**config.mk**
```make
export PLATFORM = sky130hd
export DESIGN_NAME = fpu_alu_arbiter
export DESIGN_NICKNAME = d
export VERILOG_FILES = /design/src/rtl/fpu_alu_arbiter.sv
export SDC_FILE = /design/constraint.sdc
export NUM_CORES = 1
export LEC_CHECK = 0
export ABC_AREA = 0
export ABC_CLOCK_PERIOD_IN_PS = 4250
export BUFFER_PORTS_ARGS = -buffer_cell sky130_fd_sc_hd__buf_2
export CAP_MARGIN = 15
export CELL_PAD_IN_SITES_DETAIL_PLACEMENT = 0
export CELL_PAD_IN_SITES_GLOBAL_PLACEMENT = 1
export CORE_UTILIZATION = 34
export CTS_BUF_LIST = sky130_fd_sc_hd__clkbuf_16
export CTS_CLUSTER_SIZE = 24
export DETAILED_ROUTE_END_ITERATION = 10
export PLACE_DENSITY = 0.82
export SLEW_MARGIN = 40
export SYNTH_ARGS = -nofsm -noshare
export SYNTH_HDL_FRONTEND = slang
export SYNTH_SLANG_ARGS = --single-unit
```
**constraint.sdc**
```tcl
create_clock -name clk -period 4.25 [get_ports clk]
set_input_delay 0.2125 -clock clk [delete_from_list [all_inputs] [get_ports clk]]
set_output_delay 0.2125 -clock clk [all_outputs]
set_load 0.05 [all_outputs]
```
**src/rtl/fpu_alu_arbiter.sv**
```systemverilog
// fpu_alu_arbiter
//   Shares one external combinational float32 add/sub unit (fpu_alu) between
//   NUM_REQ requesters. A round-robin arbiter feeds a two-stage pipeline:
//   S1 holds the granted operands and drives the ALU directly, and S2 captures
//   the ALU result and presents it on a single valid/ready response channel
//   tagged with the requester index.
//
// Ports
//   clk, rst_n              clock, asynchronous active-low reset
//   req_valid/req_ready     per-requester handshake (req_ready is one-hot or zero)
//   req_op                  per-requester op, 0 = A+B, 1 = A-B
//   req_a, req_b            flattened operands, requester i at [32i+31:32i]
//   alu_operation/operA/B   to fpu_alu, straight from the S1 registers
//   alu_result              from fpu_alu (combinational)
//   resp_valid/resp_ready   response handshake
//   resp_id, resp_data      requester index and float32 result
//   busy                    either pipeline stage holds a valid entry
module fpu_alu_arbiter #(
  parameter int NUM_REQ = 2,
  parameter int ID_W    = (NUM_REQ > 1) ? $clog2(NUM_REQ) : 1
) (
  input  logic                  clk,
  input  logic                  rst_n,
  input  logic [NUM_REQ-1:0]    req_valid,
  output logic [NUM_REQ-1:0]    req_ready,
  input  logic [NUM_REQ-1:0]    req_op,
  input  logic [NUM_REQ*32-1:0] req_a,
  input  logic [NUM_REQ*32-1:0] req_b,
  output logic                  alu_operation,
  output logic [31:0]           alu_operA,
  output logic [31:0]           alu_operB,
  input  logic [31:0]           alu_result,
  output logic                  resp_valid,
  input  logic                  resp_ready,
  output logic [ID_W-1:0]       resp_id,
  output logic [31:0]           resp_data,
  output logic                  busy
);

  localparam logic [ID_W-1:0] LAST_ID = ID_W'(NUM_REQ - 1);

  logic            s1_valid;
  logic [ID_W-1:0] s1_id;
  logic [ID_W-1:0] rr_ptr;
  logic [ID_W-1:0] cand;
  logic [ID_W-1:0] grant_idx;
  logic            grant_found;
  logic            s2_free;
  logic            s1_adv;
  logic            s1_free;
  logic            handshake;
  logic            sel_op;
  logic [31:0]     sel_a;
  logic [31:0]     sel_b;

  assign s2_free   = !resp_valid | resp_ready;
  assign s1_adv    = s1_valid & s2_free;
  assign s1_free   = !s1_valid | s1_adv;
  assign handshake = s1_free & grant_found;
  assign busy      = s1_valid | resp_valid;

  // Search starts one past the last granted index and wraps at NUM_REQ-1,
  // which is not necessarily a power of two.
  always_comb begin
    cand        = rr_ptr;
    grant_found = 1'b0;
    grant_idx   = '0;
    for (int k = 0; k < NUM_REQ; k++) begin
      cand = (cand == LAST_ID) ? '0 : cand + 1'b1;
      if (!grant_found && req_valid[cand]) begin
        grant_found = 1'b1;
        grant_idx   = cand;
      end
    end
  end

  always_comb begin
    req_ready = '0;
    if (handshake) req_ready[grant_idx] = 1'b1;
  end

  always_comb begin
    sel_op = 1'b0;
    sel_a  = '0;
    sel_b  = '0;
    for (int i = 0; i < NUM_REQ; i++) begin
      if (grant_idx == ID_W'(i)) begin
        sel_op = req_op[i];
        sel_a  = req_a[i*32 +: 32];
        sel_b  = req_b[i*32 +: 32];
      end
    end
  end

  always_ff @(posedge clk or negedge rst_n) begin
    if (!rst_n) begin
      rr_ptr <= LAST_ID;
    end else if (handshake) begin
      rr_ptr <= grant_idx;
    end
  end

  // Operand registers only change on a new grant so the ALU inputs stay
  // stable while S1 is stalled or empty.
  always_ff @(posedge clk or negedge rst_n) begin
    if (!rst_n) begin
      s1_valid      <= 1'b0;
      s1_id         <= '0;
      alu_operation <= 1'b0;
      alu_operA     <= '0;
      alu_operB     <= '0;
    end else if (handshake) begin
      s1_valid      <= 1'b1;
      s1_id         <= grant_idx;
      alu_operation <= sel_op;
      alu_operA     <= sel_a;
      alu_operB     <= sel_b;
    end else if (s1_adv) begin
      s1_valid      <= 1'b0;
    end
  end

  always_ff @(posedge clk or negedge rst_n) begin
    if (!rst_n) begin
      resp_valid <= 1'b0;
      resp_id    <= '0;
      resp_data  <= '0;
    end else if (s1_adv) begin
      resp_valid <= 1'b1;
      resp_id    <= s1_id;
      resp_data  <= alu_result;
    end else if (resp_valid && resp_ready) begin
      resp_valid <= 1'b0;
    end
  end

endmodule

```
# After elaboration in Yosys (flattened, before gate mapping)
# Cells that the tools add are included.
[op_classes]
add_sub_neg = 2
order_cmp = 4
n_mux = 20
n_bitwise = 5
n_reduce_logical = 8
[ops]
columns = ["op", "count"]
rows = [
  ["two-way mux 32 bit", 2],
  ["two-way mux 1 bit", 16],
  ["less-than comparator 1 x 2 -> 1 bit (second input constant)", 3],
  ["nonzero test 2 bit", 2],
  ["logical AND 1 bit", 3],
  ["zero test 1 bit", 3],
  ["bitwise OR 1 bit", 3],
  ["adder 1 bit (second input constant)", 2],
  ["bitwise AND 1 bit", 2],
  ["two-way mux 2 bit", 1],
  ["demux 1 bit (select 1 bit)", 1],
  ["greater-or-equal comparator 1 bit (second input constant)", 1],
]
[totals]
ff_bits = 102
inputBits = 167
output_inout_bits = 102
word_cells = 48

# Longest topological paths before layout
# Gate-level depths: netlist of run 1.
[depth]
ltp_word = 13
depth_mapped = 7
depth_no_buf = 3

# Worst setup path after synthesis of run 1
# OpenSTA, ideal clock, no wires.
[synth_path]
kind = "flip-flop to output port"
start = "register resp_valid"
end = "output req_ready[0]"
arrival_ns = 2.422
required_ns = 4.038
path_slack_ns = 1.616
stages_incl_launch_ff = 6
path_buffers = 3
cell_sequence = "dfrtp_1 and3b_1 clkbuf_1 buf_4 buf_2 nor3b_1"
[synth_via]
elab_chain_cells = 6
[synth_lines]
columns = ["element", "line_no", "rtl"]
rows = [
  ["from (decl)", "33", "output logic resp_valid,"],
  ["from (signal assigned)", "125", "resp_valid <= 1'b0;"],
  ["from (signal assigned)", "129", "resp_valid <= 1'b1;"],
  ["from (signal assigned)", "133", "resp_valid <= 1'b0;"],
  ["zero test 1 bit", "56", "assign s2_free = !resp_valid | resp_ready;"],
  ["bitwise OR 1 bit", "56", ""],
  ["bitwise AND 1 bit", "57", "assign s1_adv = s1_valid & s2_free;"],
  ["bitwise OR 1 bit", "58", "assign s1_free = !s1_valid | s1_adv;"],
  ["bitwise AND 1 bit", "59", "assign handshake = s1_free & grant_found;"],
  ["two-way mux 2 bit", "79", "if (handshake) req_ready[grant_idx] = 1'b1;"],
  ["to (decl)", "25", "output logic [NUM_REQ-1:0] req_ready,"],
]
# No other way between the ends.

# Worst setup path in the final report of run 1
[layout_path]
start = "register s1_valid"
end = "output req_ready[0]"
[layout_via]
elab_chain_cells = 4
elab_cells_between_ends = 5
classes_between = "1 x mux; 3 x bitwise; 1 x reduce/logical"
[layout_lines]
columns = ["element", "line_no", "rtl"]
rows = [
  ["from (decl)", "42", "logic s1_valid;"],
  ["from (signal assigned)", "107", "s1_valid <= 1'b0;"],
  ["from (signal assigned)", "113", "s1_valid <= 1'b1;"],
  ["from (signal assigned)", "119", "s1_valid <= 1'b0;"],
  ["bitwise AND 1 bit / zero test 1 bit (equally long branches)", "57, 58", ""],
  ["bitwise OR 1 bit (*)", "58", ""],
  ["bitwise AND 1 bit (*)", "59", ""],
  ["two-way mux 2 bit (*)", "79", ""],
]
# Mark *: on every way between the ends. The rest lies on a longest branch, timed or not.

==> flow_metrics.py, run 1 <==
metrics = {
    "status": {
        "outcome": "finished clean",
    },
    "sta": {
        "rsz0062_at_grt": "no",
        "setup_viol": 0,
        "fin_worst_skew_ns": 0.009284,
        "relSlewSlack": 0.5245,
        "fin_setup_tns_ns": 0,
        "holdWs_ns": 0.08590,
        "maxSlewViolCount": 0,
        "clock.fmax_ghz": 0.4149,
        "fin_crit_ns": 2.411,
        "fin_crit_sh": 0.5672,
        "final-hold-violation-count": 0,
        "tightest_slew_ns": 0.7133,
    },
    "synthesis": {
        "synth_area_leaders": "dfrtp_1 (57%), a221o_1 (15%), mux2_2 (8.4%)",
        "synth_cells": 386,
        "synth_edf_count": 0,
        "netlist_area_mm2": 0.004446,
        "synthArstFlopShare": 1.000,
        "syn-num-nets": 553,
        "synth_top_area_cell": "dfrtp_1",
        "yosys_most_used_dff": "dfrtp_1",
        "synth_top_area_frac": 0.5685,
        "ys_seq_elements": 102,
        "yosysWarnings": 0,
        "synthDistinctLibCells": 23,
        "synth_seq_area_share": 0.5744,
        "syn_area_per_cell_um2": 11.52,
    },
    "clock_tree": {
        "path_clk_slew_ns": 0.07,
        "cts_tree": "yes",
        "cts_htree_levels": 3,
        "clock-root-buffer": "clkbuf_16",
        "cts_buffers": 9,
        "cts_buffer_depth": 2,
        "postCtsResizedCells": 0,
        "insertion_delay_ns": 0.35,
        "cts.sink_count": 102,
    },
    "placement": {
        "port_buffers": 268,
        "place_congestion": 0.7644,
        "post-dp-hpwl_um": 10080,
    },
    "detailed_routing": {
        "finalWirelength_um": 13980,
        "firstDrtPassIters": 4,
        "drc_errors": 0,
        "drt-initial-drc-count": 263,
        "vias": 4107,
        "wl_per_cell_um": 17.26,
        "ant_nets": 0,
        "viasPerCell": 5.070,
    },
    "global_routing": {
        "gr-total-overflow": 0,
        "antenna_found_initial": 0,
        "grt_pass1_vias": 3796,
        "grt_max_degree": 70,
        "grt_pass1_wl_um": 20370,
        "grt_usage": 0.2013,
    },
    "run": {
        "maxCapViolCount": 0,
    },
    "floorplanning": {
        "core_area_mm2": 0.01267,
        "die_area_mm2": 0.01354,
        "fp.dieH_um": 116.3,
        "initial_core_util": 0.3508,
        "rows": 41,
        "ios": 269,
        "die_x_um": 116.3,
    },
    "cells_and_area": {
        "n_fill_cell": 1209,
        "layout.nets": 800,
        "utilization": 0.4891,
        "drive_gt1_frac": 0.5172,
        "antenna_cells": 0,
        "area_delta_synth_final_pct": 39.40,
    },
    "pwr": {
        "p_leak_uw": 0.003129,
        "irDropWorstVdd_v": 0.0001783,
        "power_density_mw_per_mm2": 530.1,
    },
    "critical_path": {
        "end_kind": "output pin",
        "ff2ff_setup_slack_ns": 2.19,
        "crit_type": "reg -> out",
        "cp_max_fo": 34,
        "crit_arrival_ns": 2.20,
        "critPathRequiredTime_ns": 4.04,
        "worst_setup_path_start_kind": "register",
    },
    "worst_hold_path": {
        "hold_path.class": "in -> reg",
    },
}
==> stage by stage <==
stage / instances / worst slack (ns) / power, uW / cell area (um^2)
4_1_cts: 809 / 1.789 / 3308 / 6178
6_report: 810 / 1.840 / 3285 / 6197
3_3_place_gp: 792 / 2.168 / 2455 / 5871
2_1_floorplan: 386 / 1.616 / 2118 / 4446
5_1_grt: 810 / 1.702 / 3428 / 6197
3_5_place_dp: 792 / 2.167 / 2473 / 5871
==> cell usage after synthesis (2+ instances only) <==
library cell	n
clkbuf_1	16
dfrtp_1	101
nand2_1	67
buf_6	4
buf_2	16
nand2b_1	2
nor3_1	65
buf_1	4
a221o_1	65
mux2_2	33
==> routing by layer <==
metal	wire [um]	track usage
met1	5682	0.2418
met2	6842	0.3471
met3	1180	0.04722
met4	273	0.08120
met5	0	0
==> layout make-up <==
cell class              count  area, um^2  area share
clock inverters             7       72.57     0.01171
multi-input cells         243        1705      0.2752
repair buffers            277        1425      0.2300
well taps                 172       215.2     0.03473
flip-flops and latches    102        2554      0.4121
clock buffers               9       225.2     0.03634
==> final timing paths <==
kind | startpoint | endpoint | depth (start not counted)
setup reg to reg | s1_valid$_DFFE_PN0P_ | alu_operA[11]$_DFFE_PN0P_ | 4
setup / recovery | s1_valid$_DFFE_PN0P_ | req_ready[0] | 4
min in group asynchronous | rst_n | alu_operA[0]$_DFFE_PN0P_ | 2
max in group asynchronous | rst_n | rr_ptr$_DFFE_PN1P_ | 3
hold reg to reg | s1_id$_DFFE_PN0P_ | s1_id$_DFFE_PN0P_ | 1
hold / removal | req_b[36] | alu_operB[4]$_DFFE_PN0P_ | 2
==> placed cells by master (no fill, tap or decap) <==
| master | count |
|---|---|
| buf_2 | 267 |
| buf_4 | 7 |
| and3b_2 | 1 |
| dlygate4sd3_1 | 1 |
| dfrtp_1 | 101 |
| nand2b_1 | 2 |
| nand2_1 | 67 |
| or2_2 | 1 |
| nor3b_1 | 1 |
| a221o_1 | 65 |
| bufinv_16 | 1 |
| clkinv_2 | 1 |
| nor2b_4 | 1 |
| inv_1 | 1 |
| clkbuf_16 | 9 |
| buf_8 | 1 |
| nand3b_1 | 1 |
| inv_6 | 2 |
| mux2_2 | 33 |
| a21o_1 | 1 |
| clkinv_4 | 1 |
| and3_2 | 1 |
| o21ai_4 | 1 |
| dfstp_2 | 1 |
| buf_6 | 1 |
| nor3_1 | 65 |
| or3_1 | 1 |
| clkinvlp_4 | 1 |
| a21oi_1 | 1 |
| a31oi_1 | 1 |
==> critical path: stages, from the launching register on <==
cell and delay (ns):
dfrtp_1 0.40, and3b_2 0.63, buf_4 0.46, nor3b_1 0.10, buf_2 0.22
==> where the power goes <==
part | total (uW) | switching (uW) | internal (uW)
Clock | 830 | 371 | 459
Combinational | 1220 | 882 | 334
Sequential | 1240 | 101 | 1140
==> cells by family (layout without fill, tap and decap cells) <==
kind of cell / count (synthesis) / in the layout / share of synthesized area
flops: 102 / 102 / 0.5744
mux: 33 / 33 / 0.08359
simple gates: 141 / 141 / 0.1435
buf+inv: 41 / 293 / 0.04672
compound gates: 69 / 69 / 0.1517
==> sequential cells by signal (all words and copies together), names as in the netlist <==
signal and cells:
alu_operB 32, resp_id 1, alu_operA 32, s1_id 1, s1_valid 1, resp_data 32
rr_ptr 1, resp_valid 1, alu_operation 1
==> what timing repair did <==
item | CTS | global route
setup buffers | 0 | 0
hold buffers | 1 | 0
hold endpoints to repair | 61 | 0
(Power assumes the default switching activity.)
==> run 2, diff against run 1 <==
--- a/config.mk
+++ b/config.mk
@@ -5,17 +5,17 @@
 export SDC_FILE = /design/constraint.sdc
 export NUM_CORES = 1
 export LEC_CHECK = 0
-export ABC_AREA = 0
-export ABC_CLOCK_PERIOD_IN_PS = 4250
+export ABC_AREA = 1
+export ABC_CLOCK_PERIOD_IN_PS = 2200
 export BUFFER_PORTS_ARGS = -buffer_cell sky130_fd_sc_hd__buf_2
 export CAP_MARGIN = 15
 export CELL_PAD_IN_SITES_DETAIL_PLACEMENT = 0
 export CELL_PAD_IN_SITES_GLOBAL_PLACEMENT = 1
-export CORE_UTILIZATION = 34
+export CORE_UTILIZATION = 27
 export CTS_BUF_LIST = sky130_fd_sc_hd__clkbuf_16
 export CTS_CLUSTER_SIZE = 24
 export DETAILED_ROUTE_END_ITERATION = 10
-export PLACE_DENSITY = 0.82
+export PLACE_DENSITY = 0.73
 export SLEW_MARGIN = 40
 export SYNTH_ARGS = -nofsm -noshare
 export SYNTH_HDL_FRONTEND = slang
==> constraint.sdc (replaced) <==
create_clock -name clk -period 2.2 [get_ports clk]
set_input_delay 0.11 -clock clk [delete_from_list [all_inputs] [get_ports clk]]
set_output_delay 0.11 -clock clk [all_outputs]
set_load 0.05 [all_outputs]
==> flow_metrics.py, run 2 <==
metrics = {
    "synthesis": {
        "yosysWarnings": 0,
        "yosys_most_used_dff": "dfrtp_1",
        "synthArstFlopShare": 1.000,
        "synth_cells": 658,
        "synth_area_leaders": "dfrtp_1 (52%), nand2_1 (31%), nand3_1 (10%)",
        "ys_seq_elements": 102,
        "synth_top_area_frac": 0.5194,
        "netlist_area_mm2": 0.004866,
        "synth_seq_area_share": 0.5248,
        "synth_top_area_cell": "dfrtp_1",
        "synth_common_cells": "nand2_1 (403), dfrtp_1 (101), nand3_1 (98)",
        "syn_area_per_cell_um2": 7.395,
        "synth_most_common_cell": "nand2_1",
        "syn-num-nets": 825,
        "synthDistinctLibCells": 14,
        "synth_edf_count": 0,
    },
    "pwr": {
        "irDropWorstVdd_v": 0.0005654,
        "p_leak_uw": 0.004072,
        "power_density_mw_per_mm2": 1120,
    },
    "cells_and_area": {
        "regArea_mm2": 0.002554,
        "top_regs": "alu_operA x32, alu_operB x32, resp_data x32",
        "stdcell_count": 1148,
        "antenna_cells": 0,
        "area_delta_synth_final_pct": 38.72,
        "drive_gt1_frac": 0.3283,
        "design_area_mm2": 0.006750,
        "final_cell_mix": "nand2_1 (401), buf_2 (267), dfrtp_1 (101), nand3_1 (98), buf_4 (15)",
        "layout_commonest_cell": "nand2_1",
        "layout.nets": 1086,
        "n_fill_cell": 1905,
        "multiInputGateArea_mm2": 0.002047,
        "utilization": 0.3862,
    },
    "detailed_routing": {
        "ant_nets": 0,
        "viasPerCell": 4.373,
        "firstDrtPassIters": 4,
        "met3_length_um": 1539,
        "drc_errors": 0,
        "finalWirelength_um": 15840,
        "wl_met2_um": 7167,
        "wl_per_cell_um": 13.80,
        "highest_layer": "met5",
        "vias": 5020,
        "drt-initial-drc-count": 191,
        "met1_length_um": 7020,
    },
    "floorplanning": {
        "core_area_mm2": 0.01748,
        "die_area_mm2": 0.01856,
        "rows": 48,
        "ios": 269,
        "die_x_um": 136.2,
        "fp.dieH_um": 136.2,
        "initial_core_util": 0.2784,
    },
    "critical_path": {
        "cpMaxStageDelayCell": "dfrtp_1",
        "rr_startpoint": "resp_valid$_DFFE_PN0P_",
        "max_stage_delay_ns": 0.41,
        "crit_family": "buffers and inverters",
        "crit_type": "reg -> out",
        "r2r-end": "alu_operB[18]$_DFFE_PN0P_",
        "worst_setup_path_start_kind": "register",
        "reg2reg_depth": 6,
        "crit_end": "busy",
        "crit_arrival_ns": 1.54,
        "ff2ff_setup_slack_ns": 0.63,
        "crit_cells": 3,
        "end_kind": "output pin",
        "critPathRequiredTime_ns": 2.09,
        "cp_max_fo": 35,
        "startpoint": "s1_valid$_DFFE_PN0P_",
        "critPathBufInv": 2,
        "crit_chain": "buf_4, or2_2, buf_2",
    },
    "placement": {
        "placed_cells": 1121,
        "port_buffers": 268,
        "postPlaceCellArea_mm2": 0.006374,
        "place_congestion": 0.7319,
        "post-dp-hpwl_um": 11130,
        "post-place-ws_ns": 0.5850,
    },
    "worst_hold_path": {
        "hold_path.class": "in -> reg",
    },
    "run": {
        "maxCapViolCount": 0,
    },
    "sta": {
        "relSlewSlack": 0.6800,
        "final-hold-violation-count": 0,
        "fin_crit_sh": 0.7495,
        "maxSlewViolCount": 0,
        "fin_ws_ns": 0.5511,
        "fin_worst_skew_ns": 0.009726,
        "fin_crit_ns": 1.649,
        "tightest_slew_ns": 0.4800,
        "rsz0062_at_grt": "no",
        "fin_setup_tns_ns": 0,
        "setup_viol": 0,
        "clock.fmax_ghz": 0.6064,
    },
    "clock_tree": {
        "cts_htree_levels": 3,
        "cts.sink_count": 102,
        "cts_tree": "yes",
        "cts_buffer_depth": 2,
        "cts_buffers": 9,
        "clock-root-buffer": "clkbuf_16",
        "cts_setup_buffers": 0,
        "ctsHoldBuffers": 12,
        "insertion_delay_ns": 0.35,
        "path_clk_slew_ns": 0.07,
        "postCtsResizedCells": 0,
    },
    "status": {
        "outcome": "finished clean",
    },
    "global_routing": {
        "grt_pass1_wl_um": 24490,
        "antenna_found_initial": 1,
        "grt_usage": 0.1699,
        "grt_pass1_vias": 4768,
        "grt_max_degree": 55,
        "gr-total-overflow": 0,
    },
}
## run 2: how the worst min path moves through the flow
stage	from	slack, ns	cells past startpoint	endpoint
floorplan	rst_n	-0.19	0	alu_operA[0]$_DFFE_PN0P_
detailed placement	rst_n	0.10	1	alu_operB[0]$_DFFE_PN0P_
global placement	rst_n	0.1	1	alu_operB[2]$_DFFE_PN0P_
CTS	alu_result[6]	0.001	3	resp_data[6]$_DFFE_PN0P_
finish	alu_result[27]	0.01	3	resp_data[27]$_DFFE_PN0P_
global route	alu_result[24]	0.008	3	resp_data[24]$_DFFE_PN0P_
## run 2: layer usage
layer	global-route usage	vias up
met2	0.2772	192
met5	0	-
met1	0.2105	2258
met4	0.03704	2
met3	0.06637	9
li1	-	2559
## run 2: power breakdown
part	switching (uW)	internal, uW	leakage, uW
combinational	2740	787	0.00270
clock	679	747	0.000124
sequential	248	2350	0.00125
## run 2: layout make-up
class | instances | area share
multi-input cells | 505 | 0.3032
flip-flops and latches | 102 | 0.3783
well taps | 225 | 0.04171
inverters | 6 | 0.003336
repair buffers | 295 | 0.2354
clock inverters | 6 | 0.004634
clock buffers | 9 | 0.03336
## run 2: worst min-delay path, delay by kind of cell
family / cells / cell delay [ns]
AND/OR/NAND/NOR: 2 / 0.13
buffers and inverters: 1 / 0.08
## run 2: kinds of logic after synthesis
kind of cell / share of synthesized area
buffers and inverters: 0.05554
DFF: 0.5248
and+or+nand+nor: 0.4196
## run 2: metrics by stage
step	total power [uW]	hold WS, ns
4_1_cts	7689	0.001247
2_1_floorplan	5215	-0.1856
5_1_grt	8041	0.007622
3_3_place_gp	6176	0.09791
3_5_place_dp	6187	0.1011
6_report	7557	0.01056
